**src/rtl/seq_logic_pkg.sv**
```systemverilog
// Shared types, limits and parameter-legality helpers for the input-conditioning blocks.
package seq_logic_pkg;

  typedef enum logic {
    STABLE = 1'b0,
    COUNT  = 1'b1
  } state_t;

  localparam int MIN_STABLE_CYCLES = 2;
  localparam int MIN_SYNC_STAGES   = 2;
  localparam int MAX_SYNC_STAGES   = 4;

  function automatic bit sync_stages_ok(input int stages);
    return (stages >= MIN_SYNC_STAGES) && (stages <= MAX_SYNC_STAGES);
  endfunction

  function automatic bit stable_cycles_ok(input int cycles);
    return cycles >= MIN_STABLE_CYCLES;
  endfunction

endpackage

```
**src/rtl/sync_ff_chain.sv**
```systemverilog
// Multi-flop synchronizer: d is shifted through SYNC_STAGES flops; q is the last stage.
module sync_ff_chain #(
  parameter int SYNC_STAGES = 2
) (
  input  logic clk,
  input  logic rst,
  input  logic d,
  output logic q
);

  logic [SYNC_STAGES-1:0] stages;

  always_ff @(posedge clk) begin
    if (rst) begin
      stages <= '0;
    end else begin
      stages <= {stages[SYNC_STAGES-2:0], d};
    end
  end

  assign q = stages[SYNC_STAGES-1];

endmodule

```
**src/rtl/debounce_sync.sv**
```systemverilog
// Synchronizes din and only changes q after STABLE_CYCLES consecutive samples of the new level.
// Optional rise/fall edge pulses are built only when DEBOUNCE_EDGE_EN is defined.
module debounce_sync
  import seq_logic_pkg::*;
#(
  parameter int SYNC_STAGES   = 2,
  parameter int STABLE_CYCLES = 16
) (
  input  logic clk,
  input  logic rst,
  input  logic din,
  output logic q,
  output logic busy,
  output logic rise,
  output logic fall
);

  localparam int CNT_W = $clog2(STABLE_CYCLES);
  localparam logic [CNT_W-1:0] CNT_MAX = CNT_W'(STABLE_CYCLES - 1);

  if (!sync_stages_ok(SYNC_STAGES)) begin : g_bad_sync_stages
    $error("debounce_sync: SYNC_STAGES out of range");
  end
  if (!stable_cycles_ok(STABLE_CYCLES)) begin : g_bad_stable_cycles
    $error("debounce_sync: STABLE_CYCLES below minimum");
  end

  logic             s_in;
  state_t           state, state_nxt;
  logic [CNT_W-1:0] cnt, cnt_nxt;
  logic             q_nxt;

  sync_ff_chain #(
    .SYNC_STAGES(SYNC_STAGES)
  ) u_sync (
    .clk(clk),
    .rst(rst),
    .d  (din),
    .q  (s_in)
  );

  always_ff @(posedge clk) begin
    if (rst) begin
      state <= STABLE;
      cnt   <= '0;
      q     <= 1'b0;
    end else begin
      state <= state_nxt;
      cnt   <= cnt_nxt;
      q     <= q_nxt;
    end
  end

  // Any return of s_in to q restarts qualification from zero.
  always_comb begin
    state_nxt = state;
    cnt_nxt   = cnt;
    q_nxt     = q;
    case (state)
      STABLE: begin
        if (s_in != q) begin
          state_nxt = COUNT;
          cnt_nxt   = CNT_W'(1);
        end else begin
          cnt_nxt   = '0;
        end
      end
      COUNT: begin
        if (s_in == q) begin
          state_nxt = STABLE;
          cnt_nxt   = '0;
        end else if (cnt == CNT_MAX) begin
          q_nxt     = ~q;
          state_nxt = STABLE;
          cnt_nxt   = '0;
        end else begin
          cnt_nxt   = cnt + CNT_W'(1);
        end
      end
      default: begin
        state_nxt = STABLE;
        cnt_nxt   = '0;
      end
    endcase
  end

  assign busy = (state == COUNT);

`ifdef DEBOUNCE_EDGE_EN
  // Pulses land in the same cycle q takes its new value.
  always_ff @(posedge clk) begin
    if (rst) begin
      rise <= 1'b0;
      fall <= 1'b0;
    end else begin
      rise <= q_nxt & ~q;
      fall <= ~q_nxt & q;
    end
  end
`else
  assign rise = 1'b0;
  assign fall = 1'b0;
`endif

endmodule

```
**config.mk**
```make
export PLATFORM = sky130hd
export DESIGN_NAME = debounce_sync
export DESIGN_NICKNAME = d
export VERILOG_FILES = /design/src/rtl/seq_logic_pkg.sv /design/src/rtl/sync_ff_chain.sv /design/src/rtl/debounce_sync.sv
export SDC_FILE = /design/constraint.sdc
export NUM_CORES = 1
export LEC_CHECK = 0
export BUFFER_PORTS_ARGS = -buffer_cell sky130_fd_sc_hd__buf_4
export CORE_AREA = 5 5 42 44
export CTS_CLUSTER_SIZE = 10
export DETAILED_ROUTE_END_ITERATION = 8
export DIE_AREA = 0 0 47 49
export GPL_TIMING_DRIVEN = 0
export PLACE_DENSITY = 0.51
export SYNTH_ARGS = -nofsm -noshare
export SYNTH_HDL_FRONTEND = slang
export SYNTH_HIERARCHICAL = 1
export SYNTH_SLANG_ARGS = --single-unit
```
**constraint.sdc**
```tcl
create_clock -name clk -period 1.9 [get_ports clk]
set_clock_uncertainty 0.2 [all_clocks]
set_input_delay 0.57 -clock clk [delete_from_list [all_inputs] [get_ports clk]]
set_output_delay 0.57 -clock clk [all_outputs]
set_load 0.005 [all_outputs]
```
==> results by group, run 1 <==
Status
  – Status: completed

CTS
  – Setup bufs post-CTS: 0
  – Worst skew pair latency: 0.25 ns
  – CTS sink cnt: 8
  – Hold-fix buffers, CTS: 0
  – Clock slew at reported path FFs: 0.05 ns
  – CTS resizes: 0
  – CTS Buffer Depth: 2
  – Htree depth: 1
  – Root Driver: clkbuf_4
  – Num CTS Buffers: 3
  – CTS tree: done

Logic synthesis
  – Cells after Synth: 31
  – Top cell type's share of synthesized area: 49.0%
  – Ys async rst share: 0%
  – Primary FF master, synth: dfxtp_1
  – Mapped Area: 327 µm²
  – Syn_area_per_cell: 10.5 µm²
  – Post-Synth Simple-Gate Area: 21.5%
  – Yosys warnings: 6
  – Seq/Total Area, Yosys: 49.0%
  – Post-Synth Adder-Cell Area: 3.83%
  – Xor and xnor area share after synthesis: 5.36%
  – EDFF count, synth: 0
  – Largest family of logic cells by synthesized area: simple AND/OR/NAND/NOR gates
  – Post-synthesis compound-gate area fraction: 10.3%
  – Synth area leader: dfxtp_1
  – Mux cell area share after synthesis: 3.07%
  – Most common cell in the synthesized netlist: dfxtp_1
  – Yosys reg bits: 8
  – Synth top cells by count: dfxtp_1 (8), nor2_1 (3), a21oi_1 (2), buf_4 (2), nor2b_1 (2)
  – Unique masters post-synth: 19
  – Synth area leaders: dfxtp_1 (49%), a21boi_4 (5.7%), buf_4 (4.6%)

Run
  – Max-Cap Viols: 0

GRT
  – Vias in the first global route: 227
  – Global-route wire length before repair: 869 µm
  – Largest net degree at the start of global routing: 6
  – GR Util All Layers: 5.78%
  – Initial antenna violation count: 0
  – Gr ovfl total: 0

STA
  – Tcrit/Tclk final: 84.3%
  – Min Tclk post-route: 1.60 ns
  – Max Slew Vio Count: 0
  – Final hold slack: 0.238 ns
  – Setup tns final: 0 ns
  – Final setup violation count: 0
  – Unrepaired setup endpoints after global routing: no
  – Post-route worst setup slack: 0.298 ns
  – Fmax: 624 MHz
  – Final hold violations: 0

Power
  – Sequential power share: 54.7%
  – Combinational share of power: 4.3%
  – VDD IR max: 0.000378 V
  – Psw: 0.0000648 W
  – Internal Pwr Total: 0.000252 W
  – Switch share: 20.4%
  – Clk pwr share: 41.0%
  – PD cells: 788 nW/µm²
  – Leakage: 0.179 nW

Placement
  – Number of port buffers: 4
  – Dpl ws: 0.449 ns
  – Post-DP HPWL: 373 µm
  – GPL Wtd Cong: 0.617

Floorplanning
  – Starting Density: 23.3%
  – Num ports: 7
  – Die footprint: 2300 µm²
  – Site row count: 14
  – Die W: 47 µm
  – Core Area: 1400 µm²
  – Die height: 49 µm

Critical path
  – Worst path cell trace: buf_4
  – Crit. path cell count: 1
  – Crit path launch type: flip-flop
  – Critical path required time: 1.13 ns
  – CP max stage cell: dfxtp_1
  – Worst-case reg-to-reg path depth: 4
  – Worst Path Buf+Inv: 1
  – Crit-path max FO: 4
  – Critical Path Max Stage Delay: 0.43 ns
  – Critical Path AT: 0.83 ns
  – Crit-path leading delay family: flip-flops
  – CP endpoint kind: output port
  – WS Path Type: flip-flop to output port

Detailed routing
  – Iter 0 DRT Violations: 3
  – Remaining routing DRC violations: 0
  – Drt total wl: 494 µm
  – ANT nets after route: 0
  – Detailed Routing Iterations Pass 1: 2
  – Routed via count: 235
  – Drt via density: 4.27
  – Routed len/inst: 8.98 µm

Cells and area
  – Nets: 45
  – Number of diodes: 0
  – Area grow syn2layout: 23.4%
  – Fillers: 163
  – Core Util, Final: 28.7%
  – Share of layout cells above drive strength 1: 28.2%
  – Multi-input gate area: 151 µm²
  – Sequential cell area: 160 µm²

Worst hold path
  – Hold path cells: 1
  – HP Class: flip-flop to flip-flop
cells by family after synthesis:
kind of cell,count (synthesis)
simple gates,11
flops,8
compound gates,4
buf+inv,3
xor+xnor,2
fa+ha+maj,1
other cells,1
mux,1
sequential cells by signal, summed over array words and instances (netlist names):
register	flops
cnt	4
busy	1
u_sync/stages	2
q	1
worst reg2reg max path: cells and delay by family, from the launching register on:
kind	cells	cell delay, ns
AND/OR/NAND/NOR	2	0.33
AO/OA/AOI/OAI	1	0.13
flip-flops	1	0.41
adder cells (fa/ha/maj)	1	0.28
routing by layer:
metal	wire [µm]	vias up	GRT usage [%]
met3	40	5	3.32
met5	0	-	0
met4	33	0	6.91
met1	197	104	4.85
met2	223	8	8.14
li1	-	118	-
stage by stage:
stage / instance area [µm²] / instances / total power (W)
4_1_cts: 403 / 55 / 0.000326
3_5_place_dp: 380 / 52 / 0.000191
3_3_place_gp: 380 / 52 / 0.000191
2_1_floorplan: 330 / 32 / 0.000185
5_1_grt: 403 / 55 / 0.000337
6_report: 403 / 55 / 0.000317
placed cells by master (no fill, tap or decap), drive strengths merged:
cell type and instances:
a21oi 2, ha 1, o21ai 1, nand4b 1
xnor2 1, dfxtp 8, a21boi 1, mux2i 1
buf 6, and3b 1, nand4 1, nor2 3
inv 1, clkbuf 3, nand3 1, nor2b 2
conb 2, xor2 1, nand2 1, nand3b 1
cell type report:
class / instances / area share (%)
plain buffers: 2 / 3.73
flip-flops and latches: 8 / 39.8
clock buffers: 3 / 5.59
repair buffers: 4 / 7.45
well taps: 16 / 4.97
multi-input cells: 21 / 37.6
inverters: 1 / 0.932
final timing paths:
check,start,to,slack [ns]
worst max-delay path,busy,busy,0.30
worst min-delay path,u_sync/stages[0],u_sync/stages[1],0.24
worst max register to register,cnt[0],cnt[0],0.44
worst min register to register,u_sync/stages[0],u_sync/stages[1],0.24
power by group through the flow:
stage / logic (W) / registers, W / clock network, W
2_1_floorplan: 0.00000823 / 0.000177 / 0
3_3_place_gp: 0.0000135 / 0.000177 / 0
3_5_place_dp: 0.0000137 / 0.000177 / 0
4_1_cts: 0.0000136 / 0.000174 / 0.000139
5_1_grt: 0.0000152 / 0.000174 / 0.000148
6_report: 0.0000136 / 0.000174 / 0.000130
Note: power is estimated with default switching activity, not from simulation.
==> run 2: changes to the inputs <==
--- a/config.mk
+++ b/config.mk
@@ -5,13 +5,14 @@
 export SDC_FILE = /design/constraint.sdc
 export NUM_CORES = 1
 export LEC_CHECK = 0
+export ABC_AREA = 1
 export BUFFER_PORTS_ARGS = -buffer_cell sky130_fd_sc_hd__buf_4
 export CORE_AREA = 5 5 42 44
 export CTS_CLUSTER_SIZE = 10
 export DETAILED_ROUTE_END_ITERATION = 8
 export DIE_AREA = 0 0 47 49
 export GPL_TIMING_DRIVEN = 0
-export PLACE_DENSITY = 0.51
+export PLACE_DENSITY = 0.56
 export SYNTH_ARGS = -nofsm -noshare
 export SYNTH_HDL_FRONTEND = slang
 export SYNTH_HIERARCHICAL = 1
==> constraint.sdc (replaced) <==
create_clock -name clk -period 1.4 [get_ports clk]
set_clock_uncertainty 0.2 [all_clocks]
set_input_delay 0.42 -clock clk [delete_from_list [all_inputs] [get_ports clk]]
set_output_delay 0.42 -clock clk [all_outputs]
set_load 0.005 [all_outputs]
==> results by group, run 2 <==
Cells and area
  – Number of flip-flops in the largest register: 4 (unchanged)
  – Most flop-heavy register: cnt
  – Number of diodes: 0 (unchanged)
  – Commonest cells after routing, fill and taps aside: inv_1 (10), nand2_1 (10), nor2_1 (10), buf_4 (6), dfxtp_1 (6)
  – Design area: 445 µm² (+11%)
  – Nets: 66 (+47%)
  – Largest registers: cnt (4), u_sync/stages (2)
  – Final Non-Filler Cells: 76 (+38%)
  – Area grow syn2layout: 21.5%
  – Share of layout cells above drive strength 1: 21.7% (-6.5 points)

GRT
  – Gr ovfl total: 0 (unchanged)
  – Global-route wire length before repair: 993 µm (+14%)
  – Initial antenna violation count: 0 (unchanged)
  – GR Util All Layers: 6.55% (+0.78 points)
  – Largest net degree at the start of global routing: 7 (+1)
  – Vias in the first global route: 257 (+13%)

Critical path
  – Worst path cell trace: buf_4
  – Worst-case reg-to-reg path depth: 4 (unchanged)
  – Worst Path Buf+Inv: 1 (unchanged)
  – CP max stage cell: dfxtp_2
  – CP endpoint kind: output port
  – Crit path launch type: flip-flop
  – Reg-to-reg startpoint: cnt[0]
  – R2R setup slack: 0.14 ns (-0.30 ns)
  – Crit-path leading delay family: flip-flops
  – Crit-path max FO: 4 (unchanged)
  – WS Path Type: flip-flop to output port
  – Critical Path AT: 0.71 ns (-0.12 ns)
  – Critical path required time: 0.78 ns (-0.35 ns)
  – Reg2reg end: cnt[1]
  – Critical Path Max Stage Delay: 0.33 ns (-0.10 ns)

Detailed routing
  – Drt total wl: 591 µm (+20%)
  – Detailed Routing Iterations Pass 1: 4 (+2)
  – ANT nets after route: 0 (unchanged)
  – Routed via count: 303 (+29%)
  – Drt via density: 3.99 (-6.7%)
  – Iter 0 DRT Violations: 8 (+5)
  – Remaining routing DRC violations: 0 (unchanged)
  – Routed len/inst: 7.78 µm (-13%)

Floorplanning
  – Num ports: 7 (unchanged)
  – Die height: 49 µm (unchanged)
  – Site row count: 14 (unchanged)
  – Core Area: 1400 µm² (unchanged)
  – Starting Density: 26.2% (+2.9 points)
  – Die W: 47 µm (unchanged)
  – Die footprint: 2300 µm² (unchanged)

CTS
  – Setup bufs post-CTS: 0 (unchanged)
  – Root Driver: clkbuf_4
  – Htree depth: 1 (unchanged)
  – CTS Buffer Depth: 2 (unchanged)
  – Worst skew pair latency: 0.25 ns (about the same)
  – Num CTS Buffers: 3 (unchanged)
  – Hold-fix buffers, CTS: 0 (unchanged)
  – CTS resizes: 0 (unchanged)
  – CTS tree: done
  – CTS sink cnt: 8 (unchanged)
  – Clock slew at reported path FFs: 0.05 ns (about the same)

Logic synthesis
  – Seq/Total Area, Yosys: 43.7% (-5.4 points)
  – Mux cell area share after synthesis: 0% (-3.1 points)
  – Mapped Area: 367 µm² (+12%)
  – Yosys reg bits: 8 (unchanged)
  – Top cell type's share of synthesized area: 43.7% (-5.4 points)
  – Post-Synth Adder-Cell Area: 3.41% (-0.42 points)
  – Post-synthesis compound-gate area fraction: 0% (-10 points)
  – Yosys warnings: 6 (unchanged)
  – Synth top cells by count: inv_1 (10), nand2_1 (10), nor2_1 (10)
  – Unique masters post-synth: 12 (-7)
  – EDFF count, synth: 0 (unchanged)
  – Post-Synth Simple-Gate Area: 35.2% (+14 points)
  – Cells after Synth: 52 (+68%)
  – Primary FF master, synth: dfxtp_1
  – Synth area leader: dfxtp_1
  – Syn_area_per_cell: 7.05 µm² (-33%)
  – Synth area leaders: dfxtp_1 (44%), inv_1 (10%), nand2_1 (10%)
  – Largest family of logic cells by synthesized area: simple AND/OR/NAND/NOR gates
  – Xor and xnor area share after synthesis: 2.39% (-3.0 points)
  – Ys async rst share: 0% (unchanged)

Power
  – VDD IR max: 0.000374 V (-1.1%)
  – Leakage: 0.209 nW (+17%)
  – PD cells: 962 nW/µm² (+22%)

STA
  – Max Slew Vio Count: 0 (unchanged)
  – Setup tns final: 0 ns (unchanged)
  – Tcrit/Tclk final: 95.2%
  – Min Tclk post-route: 1.33 ns
  – Final hold violations: 0 (unchanged)
  – Fmax: 750 MHz
  – Final setup violation count: 0 (unchanged)
  – Unrepaired setup endpoints after global routing: no

Placement
  – Number of port buffers: 4 (unchanged)
  – GPL Wtd Cong: 0.658 (+6.6%)
  – Dpl cell area: 420 µm² (+11%)
  – Inst Count DP: 73 (+40%)
  – Post-DP HPWL: 468 µm (+25%)

Run
  – Max-Cap Viols: 0 (unchanged)

Worst hold path
  – Hold endpoint: u_sync/stages[1]
  – Hold path cells: 2 (+1)
  – Hold path start: rst
  – HP Class: primary input to flip-flop

Status
  – Status: completed
==> run 2: worst max path at each step <==
stage / endpoint / from / depth (start not counted) / slack (ns)
floorplan: q / cnt[0] / 6 / 0.24
finish: busy / busy / 1 / 0.07
global route: q / q / 1 / 0.02
detailed placement: q / cnt[0] / 6 / 0.14
global placement: q / cnt[0] / 6 / 0.16
CTS: q / q / 1 / 0.01
==> run 2: cells by family (layout without fill, tap and decap cells) <==
| group | after synthesis | after routing |
|---|---|---|
| and+or+nand+nor | 29 | 29 |
| buffers and inverters | 12 | 19 |
| DFF | 8 | 8 |
| adders and majority gates | 1 | 1 |
| other | 1 | 2 |
| xor gates and xnor gates | 1 | 1 |
==> run 2: final cells by class <==
cell class,instances,area (µm²)
buffer,2,15.0
clock buffer,3,22.5
inverter,10,37.5
fill,164,956
timing repair buffer,4,30.0
tap,16,20.0
sequential,8,163
multi-input combinational,33,158
==> run 2: routing by layer <==
| layer | part of all wire, % | wire length, µm | vias up | GRT usage, % |
|---|---|---|---|---|
| met5 | 0 | 0 | - | 0 |
| met4 | 5.1 | 30 | 0 | 8.29 |
| met3 | 8.1 | 48 | 4 | 3.69 |
| met2 | 38 | 224 | 7 | 6.79 |
| met1 | 49 | 287 | 122 | 7.71 |
| li1 | - | - | 170 | - |
==> run 2: power by group <==
part           internal, W  leakage (nW)  switching, W  total (W)
sequential        0.000232        0.0660    0.00000280   0.000235
combinational    0.0000120         0.129     0.0000107  0.0000227
clock            0.0000977        0.0138     0.0000730   0.000171
total             0.000342         0.209     0.0000865   0.000429
==> run 2: through the flow <==
stage	utilization [%]	setup WS [ns]	power (W)	hold slack, ns
floorplan	-	0.238	0.000254	0.188
global placement	30.0	0.155	0.000262	0.191
detailed placement	30.0	0.138	0.000262	0.195
CTS	31.6	0.0107	0.000436	0.149
global route	31.8	0.0232	0.000458	0.138
finish	31.8	0.0670	0.000429	0.156
